File: src/rtl/cd_tx_loader.sv
// Purpose : packs a byte-stream frame into 32-bit words on the cdbus tx_mm port, polls the
//           CSR status until the TX page is free, then issues the TX-switch command.
// Latency : a word is written one cycle after its last byte is accepted. The first status read
//           comes in that same cycle. Reads repeat every POLL_GAP+2 cycles while the page is busy.
// Backpr. : s_ready is high in IDLE/FILL/DISCARD (one byte per cycle there) and low while polling or switching.
// Ports   : clk/reset_n (async active-low); s_data/s_valid/s_last/s_ready byte stream; abort cancels the frame;
//           csr_* single-master CSR port; tx_mm_* TX page write port; busy/frame_done/frame_drop status.
module cd_tx_loader #(
   parameter logic [3:0] CSR_STATUS_ADDR       = 4'd4,
   parameter logic [3:0] CSR_CMD_ADDR          = 4'd5,
   parameter int         STATUS_TX_PENDING_BIT = 5,
   parameter int         CMD_TX_SWITCH_BIT     = 1,
   parameter int         POLL_GAP              = 8
) (
   input  logic        clk,
   input  logic        reset_n,
   input  logic [7:0]  s_data,
   input  logic        s_valid,
   input  logic        s_last,
   output logic        s_ready,
   input  logic        abort,
   output logic [3:0]  csr_address,
   output logic        csr_read,
   input  logic [31:0] csr_readdata,
   output logic        csr_write,
   output logic [31:0] csr_writedata,
   output logic [3:0]  csr_byteenable,
   output logic [5:0]  tx_mm_address,
   output logic        tx_mm_write,
   output logic [31:0] tx_mm_writedata,
   output logic [3:0]  tx_mm_byteenable,
   output logic        busy,
   output logic        frame_done,
   output logic        frame_drop
);

   typedef enum logic [2:0] {
      IDLE    = 3'd0,
      FILL    = 3'd1,
      DISCARD = 3'd2,
      POLL    = 3'd3,
      RDWAIT  = 3'd4,
      GAP     = 3'd5,
      SWITCH  = 3'd6
   } state_t;

   localparam logic [7:0]  GAP_LAST   = 8'(POLL_GAP - 1);
   localparam logic [31:0] SWITCH_CMD = 32'd1 << CMD_TX_SWITCH_BIT;

   state_t      state;
   state_t      state_nxt;
   logic [8:0]  byte_cnt;
   logic [31:0] word_buf;
   logic [3:0]  lane_be;
   logic [7:0]  gap_cnt;

   logic        byte_acc;
   logic        byte_take;
   logic        word_wr;
   logic        drop_pulse;
   logic [1:0]  lane;
   logic [31:0] word_merged;
   logic [3:0]  be_merged;

   assign s_ready    = (state == IDLE) || (state == FILL) || (state == DISCARD);
   assign busy       = (state != IDLE);
   assign frame_drop = drop_pulse;

   assign byte_acc = s_valid && s_ready;
   assign lane     = byte_cnt[1:0];

   // Bytes past the 256-byte page (byte_cnt[8] set) are never stored.
   // In IDLE an abort wins over the incoming byte. In FILL the byte is still stored.
   assign byte_take = byte_acc && !byte_cnt[8] &&
                      ((state == FILL) || ((state == IDLE) && !abort));
   assign word_wr   = byte_take && ((lane == 2'd3) || s_last);

   always_comb begin
      word_merged = word_buf;
      word_merged[{lane, 3'b000} +: 8] = s_data;
      be_merged = lane_be | (4'b0001 << lane);
   end

   // Next-state logic. frame_drop is a Mealy pulse in the cycle that ends the frame,
   // so the following cycle is always IDLE (busy low).
   always_comb begin
      state_nxt  = state;
      drop_pulse = 1'b0;
      case (state)
         IDLE: begin
            if (byte_acc) begin
               if (abort) begin
                  state_nxt  = s_last ? IDLE : DISCARD;
                  drop_pulse = s_last;
               end else begin
                  state_nxt = s_last ? POLL : FILL;
               end
            end
         end
         FILL: begin
            if (byte_acc && (abort || byte_cnt[8])) begin
               state_nxt  = s_last ? IDLE : DISCARD;
               drop_pulse = s_last;
            end else if (abort) begin
               state_nxt = DISCARD;
            end else if (byte_acc && s_last) begin
               state_nxt = POLL;
            end
         end
         DISCARD: begin
            if (byte_acc && s_last) begin
               state_nxt  = IDLE;
               drop_pulse = 1'b1;
            end
         end
         POLL: begin
            if (abort) begin
               state_nxt  = IDLE;
               drop_pulse = 1'b1;
            end else begin
               state_nxt = RDWAIT;
            end
         end
         RDWAIT: begin
            if (abort) begin
               state_nxt  = IDLE;
               drop_pulse = 1'b1;
            end else if (csr_readdata[STATUS_TX_PENDING_BIT]) begin
               state_nxt = GAP;
            end else begin
               state_nxt = SWITCH;
            end
         end
         GAP: begin
            if (abort) begin
               state_nxt  = IDLE;
               drop_pulse = 1'b1;
            end else if (gap_cnt == GAP_LAST) begin
               state_nxt = POLL;
            end
         end
         SWITCH: begin
            state_nxt = IDLE;
         end
         default: begin
            state_nxt = IDLE;
         end
      endcase
   end

   always_ff @(posedge clk or negedge reset_n) begin
      if (!reset_n) begin
         state <= IDLE;
      end else begin
         state <= state_nxt;
      end
   end

   // Byte counter and lane accumulator. The frame context is cleared whenever the frame
   // ends or is being discarded, so the next frame always starts at word 0, lane 0.
   always_ff @(posedge clk or negedge reset_n) begin
      if (!reset_n) begin
         byte_cnt <= 9'd0;
         word_buf <= 32'd0;
         lane_be  <= 4'd0;
         gap_cnt  <= 8'd0;
      end else begin
         gap_cnt <= (state == GAP) ? gap_cnt + 8'd1 : 8'd0;
         if ((state_nxt == IDLE) || (state_nxt == DISCARD)) begin
            byte_cnt <= 9'd0;
            word_buf <= 32'd0;
            lane_be  <= 4'd0;
         end else if (byte_take) begin
            byte_cnt <= byte_cnt + 9'd1;
            word_buf <= word_wr ? 32'd0 : word_merged;
            lane_be  <= word_wr ? 4'd0 : be_merged;
         end
      end
   end

   // TX page write port: loads on the same edge that clears the accumulator.
   always_ff @(posedge clk or negedge reset_n) begin
      if (!reset_n) begin
         tx_mm_write      <= 1'b0;
         tx_mm_address    <= 6'd0;
         tx_mm_writedata  <= 32'd0;
         tx_mm_byteenable <= 4'd0;
      end else begin
         tx_mm_write <= word_wr;
         if (word_wr) begin
            tx_mm_address    <= byte_cnt[7:2];
            tx_mm_writedata  <= word_merged;
            tx_mm_byteenable <= be_merged;
         end
      end
   end

   // CSR strobes are registered from the next state, so they line up with POLL / SWITCH.
   always_ff @(posedge clk or negedge reset_n) begin
      if (!reset_n) begin
         csr_read       <= 1'b0;
         csr_write      <= 1'b0;
         csr_address    <= 4'd0;
         csr_writedata  <= 32'd0;
         csr_byteenable <= 4'd0;
         frame_done     <= 1'b0;
      end else begin
         csr_read       <= (state_nxt == POLL);
         csr_write      <= (state_nxt == SWITCH);
         frame_done     <= (state_nxt == SWITCH);
         csr_address    <= (state_nxt == POLL)   ? CSR_STATUS_ADDR :
                           (state_nxt == SWITCH) ? CSR_CMD_ADDR : 4'd0;
         csr_writedata  <= (state_nxt == SWITCH) ? SWITCH_CMD : 32'd0;
         csr_byteenable <= (state_nxt == SWITCH) ? 4'hf : 4'd0;
      end
   end

endmodule
File: config.mk
export PLATFORM = sky130hd
export DESIGN_NAME = cd_tx_loader
export DESIGN_NICKNAME = d
export VERILOG_FILES = /design/src/rtl/cd_tx_loader.sv
export SDC_FILE = /design/constraint.sdc
export NUM_CORES = 1
export LEC_CHECK = 0
export ABC_AREA = 1
export CAP_MARGIN = 20
export CORE_ASPECT_RATIO = 0.6
export CORE_UTILIZATION = 60
export DETAILED_ROUTE_END_ITERATION = 12
export DONT_BUFFER_PORTS = 1
export GPL_ROUTABILITY_DRIVEN = 1
export PLACE_DENSITY = 0.84
export SLEW_MARGIN = 25
export SYNTH_ARGS = -nofsm -noshare
export SYNTH_HDL_FRONTEND = slang
export SYNTH_SLANG_ARGS = --single-unit
File: constraint.sdc
create_clock -name clk -period 3.96 [get_ports clk]
set_clock_uncertainty 0.05 [all_clocks]
set_input_delay 0.792 -clock clk [delete_from_list [all_inputs] [get_ports clk]]
set_output_delay 0.792 -clock clk [all_outputs]
set_load 0.01 [all_outputs]
After elaboration in Yosys (flattened, before gate mapping) --
Index checks and enable logic that the tools add are counted. W data, S select, Z words.
Operators by class: add/subtract/negate cells 3, shift operators 3, mux-type cells 34, reductions and logical operators 20, bitwise operators 1, equality and inequality tests 10
Operator list (number):
- $mux W32 | 3
- $mux W3 | 11
- $bwmux W32 | 1
- $shift A8 B7 Y32 const A | 1
- $shiftx A8 B7 Y32 | 1
- $mux W9 | 2
- $pmux W3 S6 | 1
- $mux W4 | 4
- $eq A3 B2 Y1 const B | 4
- $mux W2 | 5
- $add A9 B1 Y9 const B | 1
- $eq A3 B3 Y1 const B | 3
- $add A8 B1 Y8 const B | 1
- $eq A8 B3 Y1 const B | 1
- $mux W8 | 1
- $logic_and A1 B1 Y1 | 7
- $neg A5 Y7 | 1
- $logic_not A3 Y1 | 2
- $logic_or A1 B1 Y1 | 6
- $mux W1 | 5
- $or A4 B4 Y4 | 1
- $pmux W1 S4 | 1
- $shl A1 B2 Y4 const A | 1
- $eq A3 B1 Y1 const B | 1
- other kinds (5) | 6
Word-level totals: word-level logic and storage cells 85, output and inout bits 89, flip-flop bits (word level) 110, bits of input ports 45

Logic depth before layout (Yosys ltp) --
Gate-level depths: netlist of run 1.
depth in word-level cells 12, gate-level depth with buffers 12

Least setup slack after synthesis of run 1 --
OpenSTA, ideal clock, no wires.
path kind input to output, start in s_last, end out frame_drop, stages on the path 4, data arrival time 1.277 ns, slack 1.841 ns, cells stage by stage nand4_1 > nor2_1 > nand4_1 > o2111ai_1
Between the ends: word-level cells in the longest chain between the ends 3, elaborated cells on any way between the ends 6
Ends and longest elaborated chain:
- start, declared | RTL line 19 | input logic s_last,
- $mux W1 or $logic_and A1 B1 Y1 (tied branches) | RTL line 92, 111
- $mux W1 (on tied branches) | RTL line 91, 111
- $pmux W1 S4 (*) | RTL line 89 | case (state)
- end, declared | RTL line 34 | output logic frame_drop
Mark *: on every way between the ends. The rest lies on a longest branch, timed or not.

Worst setup path in the final report of run 1 --
start reg byte_cnt[0], end reg tx_mm_writedata[13]
Between the ends: word-level cells in the longest chain between the ends 3, elaborated cells on any way between the ends 7
Ends and longest elaborated chain:
- start, declared | RTL line 52 | logic [8:0] byte_cnt;
- start signal, assigned | RTL line 174 | byte_cnt <= byte_cnt + 9'd1;
- $neg A5 Y7 or $eq A2 B2 Y1 (tied branches) | RTL line 80, 76
- $shiftx A8 B7 Y32, or another cell as far along | RTL line 80 | word_merged[{lane, 3'b000} +: 8] = s_data;
- $bwmux W32 or $logic_and A1 B1 Y1 (tied branches) | RTL line 80, 76
- end signal, assigned | RTL line 192 | tx_mm_writedata <= word_merged;
- end, declared | RTL line 30 | output logic [31:0] tx_mm_writedata,
Several ways; a longest one is shown, not always the timed one. A chain may end at the register's enable or synchronous reset.

==> flow_metrics.py, run 1 <==
metrics = {
    "global_route": {
        "grt_max_degree": 103,
        "grt_pass1_wl_um": 18400,
        "grt_overflow": 0,
        "antenna_found_initial": 0,
        "gr-usage-all-layers_pct": 26.43,
        "grt_pass1_vias": 3830,
    },
    "floorplanning": {
        "rows": 26,
        "num_io_pins": 134,
        "die_y_um": 75.23,
        "die_w_um": 124.1,
        "start_util_pct": 62.44,
        "dieArea_um2": 9332,
        "core-area_um2": 8588,
    },
    "hold_path": {
        "hold_path.class": "primary input to asynchronous set/reset pin",
    },
    "flow_run": {
        "max_cap_viol_count": 0,
    },
    "worst_setup_path": {
        "crit_fanout": 49,
        "r2r_cells": 8,
        "startpoint_type": "register",
        "required_ns": 4.19,
        "crit_arrival_ns": 3.00,
        "worstSetupPathType": "register to register",
        "crit_path_end_kind": "register",
        "r2r_start": "byte_cnt[0]",
        "rrSetupSlack_ns": 1.20,
        "r2r_end": "tx_mm_writedata[13]",
    },
    "synthesis": {
        "synth_edf_count": 0,
        "synth-seq-area-share_pct": 47.60,
        "ys_ff_latch": 102,
        "yosysUniqueCellTypes": 29,
        "ys_async_sr_fraction_pct": 100.0,
        "synth-main-ff-cell": "dfrtp_1",
        "syn_area_per_cell_um2": 7.639,
        "synthCells": 702,
        "yosys_warnings": 0,
        "syn_area_um2": 5363,
    },
    "sta": {
        "report.final.slew_viol_count": 0,
        "worst_pin_slew_ns": 0.7716,
        "fmax_ghz": 0.3618,
        "slew_headroom_pct": 48.48,
        "post-route-period-util_pct": 69.80,
        "rsz0062_at_grt": "no",
        "finalSetupViolCount": 0,
        "period_minus_slack_ns": 2.764,
        "final.setup.tns_ns": 0,
        "hold_violations": 0,
        "layout_setup_ws_ns": 1.196,
    },
    "power_and_ir_drop": {
        "p_leak_nw": 3.076,
        "ir_worst_vdd_v": 0.0002382,
        "powerDensity_nw_per_um2": 528.2,
    },
    "clocking": {
        "clkSinkCount": 102,
        "numCtsBuffers": 9,
        "ctsHoldBuffers": 0,
        "cts_root_buffer": "clkbuf_16",
        "ctsHtreeMaxLevel": 3,
        "cts-resized-gates": 0,
        "postCtsSetupBuffers": 0,
        "tritoncts": "yes",
        "cts_buffer_depth": 2,
        "clk_pin_slew_ns": 0.07,
        "clk_latency_ns": 0.35,
    },
    "placement": {
        "dp_slack_ns": 1.120,
        "gp_congestion": 0.9073,
        "placed_area_um2": 5202,
        "io_buffers": 0,
        "dp_hpwl_um": 7721,
    },
    "cells_and_area": {
        "multiInputGateArea_um2": 2131,
        "drive_gt1_share_pct": 4.658,
        "diodes": 0,
        "regArea_um2": 2552,
        "area_delta_synth_final_pct": 2.706,
        "final_area_um2": 5508,
        "n_fill_cell": 753,
        "fin_nets": 738,
    },
    "route": {
        "vias": 4252,
        "drcViolationCount": 0,
        "dr.pass1.iters": 5,
        "drt_wl_total_um": 11650,
        "routedWlPerCell_um": 14.58,
        "drtAntennaViolNets": 0,
        "avgViaCountPerCell": 5.322,
        "drtIter0Drc": 452,
    },
    "status": {
        "status": "finished clean",
    },
}
## layout by cell type, fill, tap and decap left out, drive strengths merged, types with 2 or more instances in the layout
cell type / Yosys / final
inv: 93 / 93
conb: 1 / 33
nand2: 250 / 250
ha: 10 / 10
or2: 3 / 3
nor3: 2 / 2
clkbuf: 8 / 11
o22ai: 16 / 16
o21ai: 46 / 46
a21oi: 8 / 8
nand4: 13 / 13
nor2: 32 / 32
bufinv: 0 / 2
buf: 58 / 4
nand3: 52 / 52
dfrtp: 102 / 102
xor2: 3 / 3
## synth_stat cells (2+ instances only)
| cell type | number | area (µm²) |
|---|---|---|
| a21oi_1 | 8 | 40.04 |
| buf_1 | 2 | 7.510 |
| buf_2 | 8 | 40.04 |
| buf_4 | 44 | 330.3 |
| buf_6 | 4 | 45.04 |
| clkbuf_1 | 8 | 30.03 |
| dfrtp_1 | 102 | 2552 |
| ha_1 | 10 | 125.1 |
| inv_1 | 86 | 322.8 |
| inv_2 | 7 | 26.28 |
| nand2_1 | 250 | 938.4 |
| nand3_1 | 51 | 255.2 |
| nand4_1 | 13 | 81.33 |
| nor2_1 | 29 | 108.9 |
| nor2_2 | 2 | 12.51 |
| nor3_1 | 2 | 10.01 |
| o21ai_0 | 45 | 225.2 |
| o22ai_1 | 16 | 100.1 |
| or2_2 | 3 | 18.77 |
| xor2_1 | 3 | 26.28 |
## flip-flops by register name, indices dropped and copies added (netlist names), 3 cells and up
signal            flops
state                 3
lane_be               4
gap_cnt               8
tx_mm_byteenable      4
tx_mm_writedata      32
byte_cnt              9
word_buf             32
tx_mm_address         6
## worst max-delay path by stage
| stage | startpoint | endpoint | slack (ns) | depth (start not counted) |
|---|---|---|---|---|
| 5_1_grt | byte_cnt[0] | tx_mm_address[2] | 0.93 | 8 |
| 3_3_place_gp | abort | tx_mm_address[0] | 1.21 | 11 |
| 6_report | byte_cnt[0] | tx_mm_writedata[13] | 1.20 | 8 |
| 3_5_place_dp | abort | tx_mm_address[3] | 1.12 | 10 |
| 2_1_floorplan | s_last | frame_drop | 1.84 | 4 |
| 4_1_cts | byte_cnt[0] | tx_mm_address[1] | 1.19 | 7 |
## stage by stage
step / hold WS [ns] / total power [mW] / std cells / utilization [%]
2_1_floorplan: 0.3790 / 1.879 / 734 / -
3_3_place_gp: 0.3912 / 1.971 / 784 / 60.58
3_5_place_dp: 0.4056 / 1.988 / 784 / 60.58
4_1_cts: 0.07452 / 2.911 / 799 / 64.13
5_1_grt: 0.06761 / 3.064 / 799 / 64.13
6_report: 0.08419 / 2.909 / 799 / 64.13
## routing by layer
layer | up-vias | track usage, % | wire [µm] | share of wire, %
li1 | 2080 | - | - | -
met1 | 1979 | 36.52 | 5343 | 46
met2 | 179 | 39.59 | 5234 | 45
met3 | 14 | 9.091 | 953 | 8.2
met4 | 0 | 7.804 | 121 | 1.0
met5 | - | 0 | 0 | 0
## layout make-up
| class | instances | share of cell area (%) |
|---|---|---|
| flip-flops and latches | 102 | 46.34 |
| multi-input cells | 473 | 38.69 |
| inverters | 93 | 6.338 |
| clock buffers | 11 | 4.225 |
| well taps | 112 | 2.544 |
| clock inverters | 4 | 1.318 |
| repair buffers | 4 | 0.5452 |
## worst max-delay path, stage by stage (launching register included)
cell	delay, ns
dfrtp_1	0.58
ha_1	0.36
nor2_2	0.09
buf_4	0.37
nor2_2	0.08
buf_4	0.27
inv_2	0.61
nand2_1	0.14
nand2_1	0.10
## where the power goes
group | total, mW | internal, mW | switching [mW]
Clock | 0.921 | 0.550 | 0.372
Combinational | 0.735 | 0.166 | 0.570
Sequential | 1.25 | 1.13 | 0.121
Total | 2.91 | 1.85 | 1.06
## kinds of logic (layout without fill, tap and decap cells)
kind of cell             count (synthesis)  count (layout)  share of synthesized area, %
other                                    1              33                       0.06993
AND/OR/NAND/NOR                        356             356                         27.48
AO/OA/AOI/OAI                           71              71                         7.070
flip-flops                             102             102                         47.60
adder cells (fa/ha/maj)                 10              10                         2.333
buffers and inverters                  159             112                         14.96
XOR/XNOR                                 3               3                        0.4901
Power figures use the tool's default switching activity.
==> inputs of run 2 (changes only) <==
- clock period: 3.96 -> 2.55 ns (I/O delays scaled with it)
==> run 2 against run 1 <==
  * The run now ends with negative hold slack left
  * Register-to-register slack got worse by 0.82 ns
  * Worst hold slack got worse by 0.29 ns
  * Core utilization about the same
  * Final cell count increased by 0.50%
  * Via count increased by 1.2%
  * Combinational power increased by 63%
  * Sequential cell count unchanged
  * Global-route usage increased by 0.24 points
  * Count of clock-buffer cells in the layout increased by 1
  * Power increased by 51%
  * Non-clock buffer count increased by 3
  * Sequential share of layout area about the same
  * Largest cell class unchanged
  * Largest power group unchanged
==> flow_metrics.py, run 2 (same netlist as run 1, synthesis figures left out) <==
metrics = {
    "worst_setup_path": {
        "required_ns": 1.99,
        "worstSetupPathType": "register to primary output",
        "crit_path_end_kind": "primary output",
        "crit_arrival_ns": 1.72,
        "startpoint_type": "register",
        "r2r_cells": 8,
        "crit_fanout": 7,
    },
    "cells_and_area": {
        "regArea_um2": 2552,
        "layout_commonest_cell": "nand2_1",
        "fin_nets": 741,
        "drive_gt1_share_pct": 5.210,
        "layout_common_cells": "nand2_1, dfrtp_1, inv_1, nand3_1, o21ai_0",
        "reg_top3": "tx_mm_writedata (32), word_buf (32), byte_cnt (9)",
        "final_area_um2": 5507,
        "area_delta_synth_final_pct": 2.683,
        "n_fill_cell": 724,
        "instances_no_fill": 803,
        "multiInputGateArea_um2": 2131,
        "diodes": 0,
    },
    "sta": {
        "rsz0062_at_grt": "no",
        "fmax_ghz": 0.4384,
        "hold_ws_ns": -0.2021,
        "hold_violations": 102,
        "final.setup.tns_ns": 0,
        "report.final.slew_viol_count": 0,
        "post-route-period-util_pct": 89.45,
        "period_minus_slack_ns": 2.281,
        "slew_headroom_pct": 48.10,
        "worst_pin_slew_ns": 0.7773,
        "finalSetupViolCount": 0,
    },
    "floorplanning": {
        "die_w_um": 124.1,
        "start_util_pct": 62.44,
        "core-area_um2": 8588,
        "dieArea_um2": 9332,
        "die_y_um": 75.23,
        "num_io_pins": 134,
        "rows": 26,
    },
    "placement": {
        "dp_hpwl_um": 7879,
        "gp_congestion": 0.9117,
        "io_buffers": 0,
        "dp.cells": 787,
        "placed_area_um2": 5238,
    },
    "power_and_ir_drop": {
        "p_int_mw": 2.748,
        "powerDensity_nw_per_um2": 797.1,
        "seqPwrFrac_pct": 43.8,
        "p_leak_nw": 3.082,
        "swShare_pct": 37.39,
        "switching_power_mw": 1.641,
        "p_comb_share_pct": 27.2,
        "total_power_mw": 4.389,
        "ir_worst_vdd_v": 0.0004459,
        "p_clk_share_pct": 29.0,
    },
    "clocking": {
        "ctsHtreeMaxLevel": 3,
        "clk_pin_slew_ns": 0.07,
        "clk_latency_ns": 0.36,
        "postCtsSetupBuffers": 0,
        "clkSinkCount": 102,
        "cts-resized-gates": 0,
        "cts_buffer_depth": 2,
        "numCtsBuffers": 9,
        "cts_root_buffer": "clkbuf_16",
        "tritoncts": "yes",
    },
    "global_route": {
        "grt_pass1_wl_um": 18620,
        "antenna_found_initial": 0,
        "grt_max_degree": 103,
        "gr-usage-all-layers_pct": 26.67,
        "grt_pass1_vias": 3879,
        "grt_overflow": 0,
    },
    "route": {
        "routedWlPerCell_um": 14.46,
        "drt_wl_total_um": 11610,
        "drcViolationCount": 0,
        "drtAntennaViolNets": 0,
        "drtIter0Drc": 584,
        "dr.pass1.iters": 6,
        "vias": 4302,
        "avgViaCountPerCell": 5.357,
    },
    "flow_run": {
        "max_cap_viol_count": 0,
    },
    "status": {
        "status": "complete, but fails checks",
        "violations": "negative hold slack",
    },
    "hold_path": {
        "hold_path.class": "primary input to asynchronous set/reset pin",
    },
}
run 2: cell types whose count changed in the layout (fill, tap and decap cells not counted), sizes merged:
cell    before  now
buf          4    7
bufinv       2    0
clkbuf      11   12
clkinv       1    3
run 2: routing by layer:
layer  track usage [%]  wire, µm
met1             36.93      5228
met5                 0         0
met3             8.333      1036
met2             40.27      5210
met4             8.333       137
run 2: area by class of cell:
| cell class | count | share of cell area [%] |
|---|---|---|
| sequential | 102 | 46.35 |
| multi-input combinational | 473 | 38.70 |
| inverter | 93 | 6.339 |
| clock buffer | 12 | 4.476 |
| tap | 112 | 2.545 |
| timing repair buffer | 7 | 1.182 |
| clock inverter | 4 | 0.4090 |
run 2: stage by stage:
stage,util [%],hold WS (ns),setup WS (ns)
floorplan,-,0.1644,0.5366
global placement,60.98,0.1674,0.5092
detailed placement,60.98,0.1674,0.4577
CTS,64.12,-0.2136,0.2684
global route,64.12,-0.2186,0.07363
finish,64.12,-0.2021,0.2690
run 2: power by group through the flow:
stage / logic (mW) / registers [mW] / clock network (mW)
after global routing: 1.35 / 1.95 / 1.34
final: 1.20 / 1.92 / 1.27
after global placement: 1.16 / 1.95 / 0
after detailed placement: 1.19 / 1.95 / 0
after CTS: 1.19 / 1.92 / 1.29
after floorplan: 1.00 / 1.92 / 0
run 2: worst paths after layout:
path / endpoint / slack [ns] / start
max: frame_drop / 0.27 / state[1]
min: word_buf[13] / -0.20 / reset_n
max reg2reg: word_buf[15] / 0.38 / byte_cnt[1]
min reg2reg: gap_cnt[0] / 0.42 / gap_cnt[0]
max in group asynchronous: word_buf[2] / 2.49 / reset_n
min in group clk: csr_byteenable[2] / 0.30 / csr_readdata[5]
run 2: critical path: stages (launching register included):
cell and delay [ns]:
dfrtp_1 0.42, inv_2 0.11, nand2_1 0.11, nor2_2 0.28, inv_2 0.11, nand2_1 0.11, nand2_1 0.06, o2111ai_1 0.18
==> inputs of run 3 (changes only) <==
- ABC_CLOCK_PERIOD_IN_PS: default -> 2550
- CORE_UTILIZATION: 60 -> 50
- DONT_BUFFER_PORTS: 1 -> default
- PLACE_DENSITY: 0.84 -> 0.89
- SETUP_SLACK_MARGIN: default -> 0.5
==> run 3 against run 2 <==
  * The run now ends clean
  * Sequential share of layout area is 8.6 points lower
  * Final cell count is 16% higher
  * Global-route usage is 2.5 points lower
  * Setup slack better by 0.086 ns
  * Routed wire length is 26% higher
  * Fmax is 3.9% higher
  * Sequential power is 3% lower
  * Combinational power is 77% higher
  * Worst hold slack better by 0.23 ns
  * Core utilization is 2.9 points higher
  * Design area is 23% higher
  * Largest power group is now combinational cells
==> flow_metrics.py, run 3 (same netlist as run 1, synthesis figures left out) <==
metrics = {
    "sta": {
        "final.setup.tns_ns": 0,
        "hold_violations": 0,
        "report.final.slew_viol_count": 0,
        "rsz0062_at_grt": "yes",
        "period_minus_slack_ns": 2.195,
        "post-route-period-util_pct": 86.06,
        "finalSetupViolCount": 0,
        "fmax_ghz": 0.4557,
    },
    "worst_setup_path": {
        "r2r_end": "word_buf[6]",
        "startpoint_type": "register",
        "crit_fanout": 4,
        "crit_slowest_cell": "dfrtp_2",
        "crit_chain": "nand2_2 > nand4_1 > nor2_2 > nand4_1 > o2111ai_1 > buf_2",
        "critPathTopFamily": "simple AND/OR/NAND/NOR gates",
        "required_ns": 1.99,
        "path_common_cell": "nand4_1",
        "worstSetupPathType": "register to primary output",
        "critPathMaxStageDelay_ns": 0.44,
        "r2r_start": "byte_cnt[1]",
        "r2r_cells": 10,
        "rrSetupSlack_ns": 0.49,
        "crit_path_end_kind": "primary output",
        "cp_num_buf_inv": 1,
        "crit_arrival_ns": 1.63,
    },
    "global_route": {
        "antenna_found_initial": 0,
        "grt_pass1_wl_um": 20660,
        "gr-usage-all-layers_pct": 24.15,
        "grt_max_degree": 62,
        "gr-usage-met1_pct": 34.26,
        "grt_overflow": 0,
        "grt_pass1_vias": 4190,
        "use_met3_pct": 4.701,
        "grtUsageMet2_pct": 37.55,
        "grt-busiest-layer": "met2",
    },
    "clocking": {
        "numCtsBuffers": 9,
        "tritoncts": "yes",
        "cts_root_buffer": "clkbuf_16",
        "clk_latency_ns": 0.35,
        "cts_buffer_depth": 2,
        "clk_pin_slew_ns": 0.07,
        "clkSinkCount": 102,
        "ctsHtreeMaxLevel": 3,
    },
    "hold_path": {
        "hold_path.class": "primary input to asynchronous set/reset pin",
    },
    "route": {
        "routedWlPerCell_um": 15.66,
        "avgViaCountPerCell": 5.369,
        "drtAntennaViolNets": 0,
        "drt_wl_total_um": 14580,
        "dr.pass1.iters": 6,
        "vias": 4999,
        "drtIter0Drc": 565,
        "drcViolationCount": 0,
    },
    "power_and_ir_drop": {
        "p_leak_nw": 3.597,
        "powerDensity_nw_per_um2": 796.4,
        "ir_worst_vdd_v": 0.0004256,
    },
    "floorplanning": {
        "start_util_pct": 52.97,
        "dieArea_um2": 11160,
        "core-area_um2": 10120,
        "rows": 28,
        "die_w_um": 135.7,
        "die_y_um": 82.22,
        "num_io_pins": 134,
    },
    "status": {
        "status": "finished clean",
    },
    "placement": {
        "gp_congestion": 0.8775,
        "placed_area_um2": 6055,
        "io_buffers": 69,
        "dp_hpwl_um": 8361,
    },
    "cells_and_area": {
        "area_delta_synth_final_pct": 26.43,
        "regArea_um2": 2557,
        "postLayoutCoreUtil_pct": 66.97,
        "drive_gt1_share_pct": 13.19,
        "multiInputGateArea_um2": 2238,
        "final_area_um2": 6780,
        "reg_top3": "tx_mm_writedata (32), word_buf (32), byte_cnt (9)",
        "layout_common_cells": "nand2_1, dfrtp_1, inv_1, clkdlybuf4s50_1, nand3_1",
        "layout_commonest_cell": "nand2_1",
        "diodes": 0,
        "fin_nets": 846,
        "n_fill_cell": 754,
    },
    "flow_run": {
        "max_cap_viol_count": 0,
    },
}
## run 3: changes by cell type in the layout (fill, tap and decap cells not counted), sizes merged
cell           change
buf               +35
bufinv             +1
clkbuf             +3
clkdlybuf4s50     +62
clkinv             +1
dlygate4sd2        +2
dlymetal6s2s       +2
inv                -1
## run 3: worst max-delay path by stage
stage	end	cells past startpoint	slack, ns	start
2_1_floorplan	word_buf[0]	10	0.54	byte_cnt[0]
3_3_place_gp	frame_drop	6	-0.13	s_last
3_5_place_dp	frame_drop	6	-0.16	s_last
4_1_cts	frame_drop	6	0.32	s_valid
5_1_grt	frame_drop	6	0.30	state[1]
6_report	frame_drop	6	0.36	state[0]
## run 3: timing repair
action,CTS,global route
hold buffers,0,0
buffers inserted,11,11
gates cloned,0,4
setup endpoints to repair,74,57
pin swaps,4,7
endpoints found under the hold margin,0,0
resized for setup,30,42
## run 3: per-stage QoR
step / hold WS, ns / setup WS [ns] / instances / power (mW)
finish: 0.02750 / 0.3554 / 931 / 5.400
global placement: 0.4006 / -0.1252 / 889 / 3.453
global route: 0.04785 / 0.2984 / 931 / 5.651
CTS: 0.03541 / 0.3198 / 916 / 5.012
detailed placement: 0.4045 / -0.1608 / 889 / 3.474
floorplan: 0.1644 / 0.5366 / 734 / 2.918
## run 3: worst register-to-register path: cells and delay by family (launching register included)
kind / cells / cell delay [ns]
buffers and inverters: 4 / 0.51
flip-flops: 1 / 0.47
AND/OR/NAND/NOR: 4 / 0.37
adder cells (fa/ha/maj): 1 / 0.35
AO/OA/AOI/OAI: 1 / 0.26
## run 3: layout make-up
type / count / share of cell area [%]
timing repair buffer: 112 / 16.77
inverter: 93 / 5.425
clock inverter: 5 / 0.8489
multi-input combinational: 473 / 33.01
sequential: 102 / 37.72
clock buffer: 11 / 3.728
tap: 135 / 2.491
## run 3: where the power goes
group          switching (mW)  leakage, nW  total (mW)  internal (mW)
logic                    1.29         2.04        2.12          0.830
clock network           0.606        0.155        1.42          0.815
registers               0.100         1.40        1.86           1.76
total                    1.99         3.60        5.40           3.41
## run 3: metal layers
metal | share of wire (%) | vias up
li1 | - | 2302
met1 | 42 | 2382
met2 | 46 | 272
met3 | 9.3 | 43
met4 | 1.9 | 0
met5 | 0 | -
